==> config.mk <==
export PLATFORM = sky130hd
export DESIGN_NAME = apu_frame_counter
export DESIGN_NICKNAME = d
export VERILOG_FILES = /design/src/rtl/apu_pkg.sv /design/src/rtl/apu_frame_divider.sv /design/src/rtl/apu_frame_counter.sv
export SDC_FILE = /design/constraint.sdc
export NUM_CORES = 1
export LEC_CHECK = 0
export ABC_AREA = 1
export CAP_MARGIN = 20
export CORE_UTILIZATION = 45
export CTS_CLUSTER_SIZE = 10
export DETAILED_ROUTE_END_ITERATION = 10
export GPL_TIMING_DRIVEN = 0
export PLACE_DENSITY = 0.69
export SYNTH_ARGS = -nofsm -noshare
export SYNTH_HDL_FRONTEND = slang
export SYNTH_SLANG_ARGS = --single-unit
==> constraint.sdc <==
create_clock -name cpu_clk -period 3.2 [get_ports cpu_clk]
set_input_delay 0.48 -clock cpu_clk [delete_from_list [all_inputs] [get_ports cpu_clk]]
set_output_delay 0.48 -clock cpu_clk [all_outputs]
set_load 0.02 [all_outputs]
==> src/rtl/apu_pkg.sv <==
// Shared APU constants: frame-counter register bit positions, mode
// encodings, last step index per mode, and the step strobe decode.
package apu_pkg;

    localparam logic MODE_4STEP = 1'b0;
    localparam logic MODE_5STEP = 1'b1;

    localparam int FC_MODE_BIT    = 7;
    localparam int FC_INHIBIT_BIT = 6;

    localparam logic [2:0] LAST_STEP_4 = 3'd3;
    localparam logic [2:0] LAST_STEP_5 = 3'd4;

    typedef struct packed {
        logic quarter;
        logic half;
        logic irq;
    } fc_strobe_t;

    // Sequencer successor of the step being left.
    function automatic logic [2:0] next_step(input logic mode, input logic [2:0] step);
        logic [2:0] last;
        last = (mode == MODE_5STEP) ? LAST_STEP_5 : LAST_STEP_4;
        return (step >= last) ? 3'd0 : step + 3'd1;
    endfunction

    // Strobes produced when leaving a step. Step 3 in 5-step mode is silent.
    function automatic fc_strobe_t decode_step(input logic mode, input logic [2:0] step);
        fc_strobe_t s;
        s = '0;
        if (mode == MODE_4STEP) begin
            s.quarter = (step <= LAST_STEP_4);
            s.half    = (step == 3'd1) || (step == 3'd3);
            s.irq     = (step == 3'd3);
        end else begin
            s.quarter = (step == 3'd0) || (step == 3'd1) || (step == 3'd2) || (step == 3'd4);
            s.half    = (step == 3'd1) || (step == 3'd4);
            s.irq     = 1'b0;
        end
        return s;
    endfunction

endpackage

==> src/rtl/apu_frame_divider.sv <==
// Step event source for the frame counter.
// Default: free-running divider, step_evt on the terminal count.
// APU_FRAME_EXT_TICK_EN: divider removed, step_evt is the rising edge of tick_in.
module apu_frame_divider
    import apu_pkg::*;
#(
    parameter int STEP_CYCLES = 7457,
    parameter int DIV_W       = $clog2(STEP_CYCLES)
) (
    input  logic cpu_clk,
    input  logic rstn,
    input  logic clr,
    input  logic tick_in,
    output logic step_evt
);

`ifdef APU_FRAME_EXT_TICK_EN
    logic tick_d;
    logic unused_clr;

    // Delay flop for rising-edge detect of the external tick.
    always_ff @(posedge cpu_clk) begin
        if (!rstn) tick_d <= 1'b0;
        else       tick_d <= tick_in;
    end

    assign step_evt   = tick_in & ~tick_d;
    // A write only clears the step; the parent discards the coincident edge.
    assign unused_clr = clr;
`else
    localparam logic [DIV_W-1:0] DIV_LAST = DIV_W'(STEP_CYCLES - 1);

    logic [DIV_W-1:0] div;
    logic             unused_tick;

    assign step_evt = (div == DIV_LAST);

    // Divider counts 0..STEP_CYCLES-1; a register write restarts it.
    always_ff @(posedge cpu_clk) begin
        if (!rstn || clr)  div <= '0;
        else if (step_evt) div <= '0;
        else               div <= div + 1'b1;
    end

    assign unused_tick = tick_in;
`endif

endmodule

==> src/rtl/apu_frame_counter.sv <==
// APU frame sequencer: mode/inhibit register, step sequencing, registered
// quarter/half frame strobes and the sticky frame IRQ.
// Optional: APU_FRAME_EXT_TICK_EN selects an external step tick (see divider).
module apu_frame_counter
    import apu_pkg::*;
#(
    parameter int STEP_CYCLES = 7457,
    parameter int DIV_W       = $clog2(STEP_CYCLES)
) (
    input  logic       cpu_clk,
    input  logic       rstn,
    input  logic       reg_wr,
    input  logic [7:0] reg_wdata,
    input  logic       irq_clr,
    input  logic       tick_in,
    output logic       quarter_frame,
    output logic       half_frame,
    output logic       frame_irq,
    output logic       step_sel,
    output logic [2:0] cur_step
);

    logic       step_evt;
    logic       evt;
    logic       mode;
    logic       inhibit;
    logic [2:0] step;
    logic       wr_mode;
    logic       wr_inh;
    logic       irq_set;
    logic       irq_clear;
    fc_strobe_t dec;

    apu_frame_divider #(
        .STEP_CYCLES (STEP_CYCLES),
        .DIV_W       (DIV_W)
    ) u_div (
        .cpu_clk  (cpu_clk),
        .rstn     (rstn),
        .clr      (reg_wr),
        .tick_in  (tick_in),
        .step_evt (step_evt)
    );

    assign wr_mode = reg_wdata[FC_MODE_BIT];
    assign wr_inh  = reg_wdata[FC_INHIBIT_BIT];

    // A register write takes priority over a coincident step event.
    assign evt       = step_evt & ~reg_wr;
    assign dec       = decode_step(mode, step);
    assign irq_set   = evt & dec.irq & ~inhibit;
    assign irq_clear = irq_clr | (reg_wr & wr_inh);

    // Mode/inhibit register and step index.
    always_ff @(posedge cpu_clk) begin
        if (!rstn) begin
            mode    <= MODE_4STEP;
            inhibit <= 1'b0;
            step    <= 3'd0;
        end else if (reg_wr) begin
            mode    <= wr_mode;
            inhibit <= wr_inh;
            step    <= 3'd0;
        end else if (evt) begin
            step    <= next_step(mode, step);
        end
    end

    // Strobes decode from the step being left; a 5-step write clocks immediately.
    always_ff @(posedge cpu_clk) begin
        if (!rstn) begin
            quarter_frame <= 1'b0;
            half_frame    <= 1'b0;
        end else if (reg_wr) begin
            quarter_frame <= wr_mode;
            half_frame    <= wr_mode;
        end else begin
            quarter_frame <= evt & dec.quarter;
            half_frame    <= evt & dec.half;
        end
    end

    // Sticky IRQ; a set in the same cycle as a clear wins.
    always_ff @(posedge cpu_clk) begin
        if (!rstn) frame_irq <= 1'b0;
        else       frame_irq <= irq_set | (frame_irq & ~irq_clear);
    end

    assign step_sel = mode;
    assign cur_step = step;

endmodule
==> flow_metrics.env <==
export IMPL_status="finished, final reports clean"
export IMPL_power_leakage_nw=0.568
export IMPL_drive_above_1_share=0.101
export IMPL_grt_pass1_vias=908
export IMPL_num_rows=18
export IMPL_cts_sinks=21
export IMPL_area_delta_synth_final_pct=15.4
export IMPL_synthTopCellsByCount="nand2_1, inv_1, dfxtp_1"
export IMPL_routedWlPerCell_um=10.7
export IMPL_ys_types=23
export IMPL_rsz0062_at_grt="no"
export IMPL_crit_arrival_ps=1410
export IMPL_startpoint_type="register"
export IMPL_synth_cells=173
export IMPL_tightest_slew_ps=374
export IMPL_die_y_um=53.7
export IMPL_die_area_um2=2880
export IMPL_pin_count=20
export IMPL_final_max_slew_violation_count=0
export IMPL_io_buffers=12
export IMPL_cts_root_buf="clkbuf_4"
export IMPL_gr_total_overflow=0
export IMPL_syn_num_nets=196
export IMPL_seq_area_um2=420
export IMPL_ant_nets=0
export IMPL_synth_area_per_cell_um2=6.94
export IMPL_synth_cell_area_um2=1200
export IMPL_synthFlopType="dfxtp_1"
export IMPL_path_delay_family="buffers and inverters"
export IMPL_max_stage_delay_ps=640
export IMPL_viasPerCell=4.90
export IMPL_hold_class="reg2reg"
export IMPL_htreeDepth=1
export IMPL_hold_buffers=0
export IMPL_crit_fanout=6
export IMPL_slew_headroom=0.749
export IMPL_drcViolationCount=0
export IMPL_start_util=0.480
export IMPL_yosys_area_top_type="dfxtp_1"
export IMPL_numCtsBuffers=3
export IMPL_finalHoldViolCount=0
export IMPL_first_pass_iters=4
export IMPL_design_area_um2=1390
export IMPL_grt_max_degree=13
export IMPL_end_kind="output port"
export IMPL_hold_slack_ps=478
export IMPL_power_density_nw_per_um2=316
export IMPL_critical_path_cell_chain="clkdlybuf4s50_1"
export IMPL_synth_area_leaders="dfxtp_1, nand2_1, ha_1, inv_1, a21oi_1"
export IMPL_setup_viol=0
export IMPL_critPathKind="reg2out"
export IMPL_vias=1073
export IMPL_die_w_um=53.7
export IMPL_drt_iter0_drc=19
export IMPL_grt_total_usage=0.182
export IMPL_cts_resized=0
export IMPL_wirelength_mm=2.35
export IMPL_cap_viol_max_count=0
export IMPL_dp_hpwl_mm=1.82
export IMPL_ys_ff_latch=21
export IMPL_fillCellCount=265
export IMPL_dpl_cell_area_um2=1360
export IMPL_cts_setup_buffers=0
export IMPL_async_flop_share=0
export IMPL_clk_pin_slew_worst_paths_ps=120
export IMPL_synth_edf_count=0
export IMPL_skew_ps=8.22
export IMPL_yosysSeqAreaShare=0.350
export IMPL_clkLatencyLatePin_ps=320
export IMPL_crit_buf_inv=1
export IMPL_yosys_warnings=0
export IMPL_synth_most_common_cell="nand2_1"
export IMPL_gp_congestion=0.778
export IMPL_multiInputGateArea_um2=661
export IMPL_timing_final_crit_share=0.592
export IMPL_antenna_found_initial=0
export IMPL_synth_top_area_share=0.350
export IMPL_core_um2=2500
export IMPL_fin_nets=213
export IMPL_max_freq_mhz=528
export IMPL_cts_buffer_depth=2
export IMPL_antennaDiodeCount=0
export IMPL_cts_tree="done"
export IMPL_fin_setup_tns_ps=0
export IMPL_required_ps=2720
export IMPL_irDropWorstVdd_mv=0.242
export IMPL_grt_pass1_wl_mm=3.77
export IMPL_slowest_stage="clkdlybuf4s50_1"
export IMPL_period_needed_ps=1890
[logic make-up (layout without fill, tap and decap cells)]
| kind of cell | Yosys count | in the layout | share of synthesized area |
|---|---|---|---|
| and+or+nand+nor | 93 | 93 | 0.363 |
| xor gates and xnor gates | 1 | 1 | 0.00729 |
| AOI/OAI and AO/OA | 18 | 18 | 0.0760 |
| buffers and inverters | 30 | 46 | 0.100 |
| DFF | 21 | 21 | 0.350 |
| adders and majority gates | 10 | 10 | 0.104 |
[power breakdown]
group,internal [mW],switching (mW),total (mW)
clock,0.0469,0.0876,0.134
sequential,0.265,0.00278,0.268
combinational,0.0162,0.0190,0.0352
total,0.328,0.109,0.437
[flip-flops by register name (all words and copies together), names as in the netlist]
signal and count:
u_div.div 13, cur_step 3, half_frame 1, step_sel 1
frame_irq 1, quarter_frame 1, inhibit 1
[placed cells by master (no fill, tap or decap)]
master           netlist  routed
clkinv_2               0       1
nand2_2                1       1
buf_6                  1       1
nor3_1                 6       6
o21ai_1                1       1
nor2_4                 2       2
nand2_1               44      44
nor2_2                 3       3
nand3_2                1       1
dfxtp_1               21      21
ha_1                  10      10
inv_1                 26      26
o21ai_0                3       3
nor2_1                17      17
nand3_1               12      12
or2_2                  1       1
nand3b_1               1       1
clkbuf_4               0       3
xor2_1                 1       1
nor3_2                 2       2
nor3b_2                1       1
a21oi_1               13      13
nand4_1                2       2
inv_2                  3       3
o22ai_1                1       1
clkdlybuf4s50_1        0      12
[per-layer routing]
layer / routed length, µm / vias to the layer above / global-route usage
met4: 45 / 0 / 0.0789
met2: 1040 / 19 / 0.272
met3: 81 / 5 / 0.0254
met1: 1190 / 473 / 0.259
li1: - / 576 / -
met5: 0 / - / 0
[layout make-up]
class	count	share of cell area
tap	30	0.0271
sequential	21	0.303
clock buffer	3	0.0162
timing repair buffer	12	0.0866
buffer	1	0.00812
inverter	29	0.0785
multi-input combinational	122	0.477
clock inverter	1	0.00361
[stage by stage]
stage	utilization	setup slack, ps	power [mW]	cells
5_1_grt	0.555	1270	0.455	219
3_3_place_gp	0.544	1440	0.308	215
6_report	0.555	1310	0.437	219
3_5_place_dp	0.544	1440	0.309	215
2_1_floorplan	-	1730	0.294	173
4_1_cts	0.555	1290	0.443	219
[final timing paths]
kind | from | endpoint | slack, ps | cells past startpoint
worst max-delay path | cur_step[2] | cur_step[2] | 1310 | 1
worst max register to register | step_sel | cur_step[2] | 1660 | 7
worst min-delay path | u_div.div[0] | u_div.div[0] | 480 | 1
worst min register to register | u_div.div[0] | u_div.div[0] | 480 | 1
(Power assumes the default switching activity.)
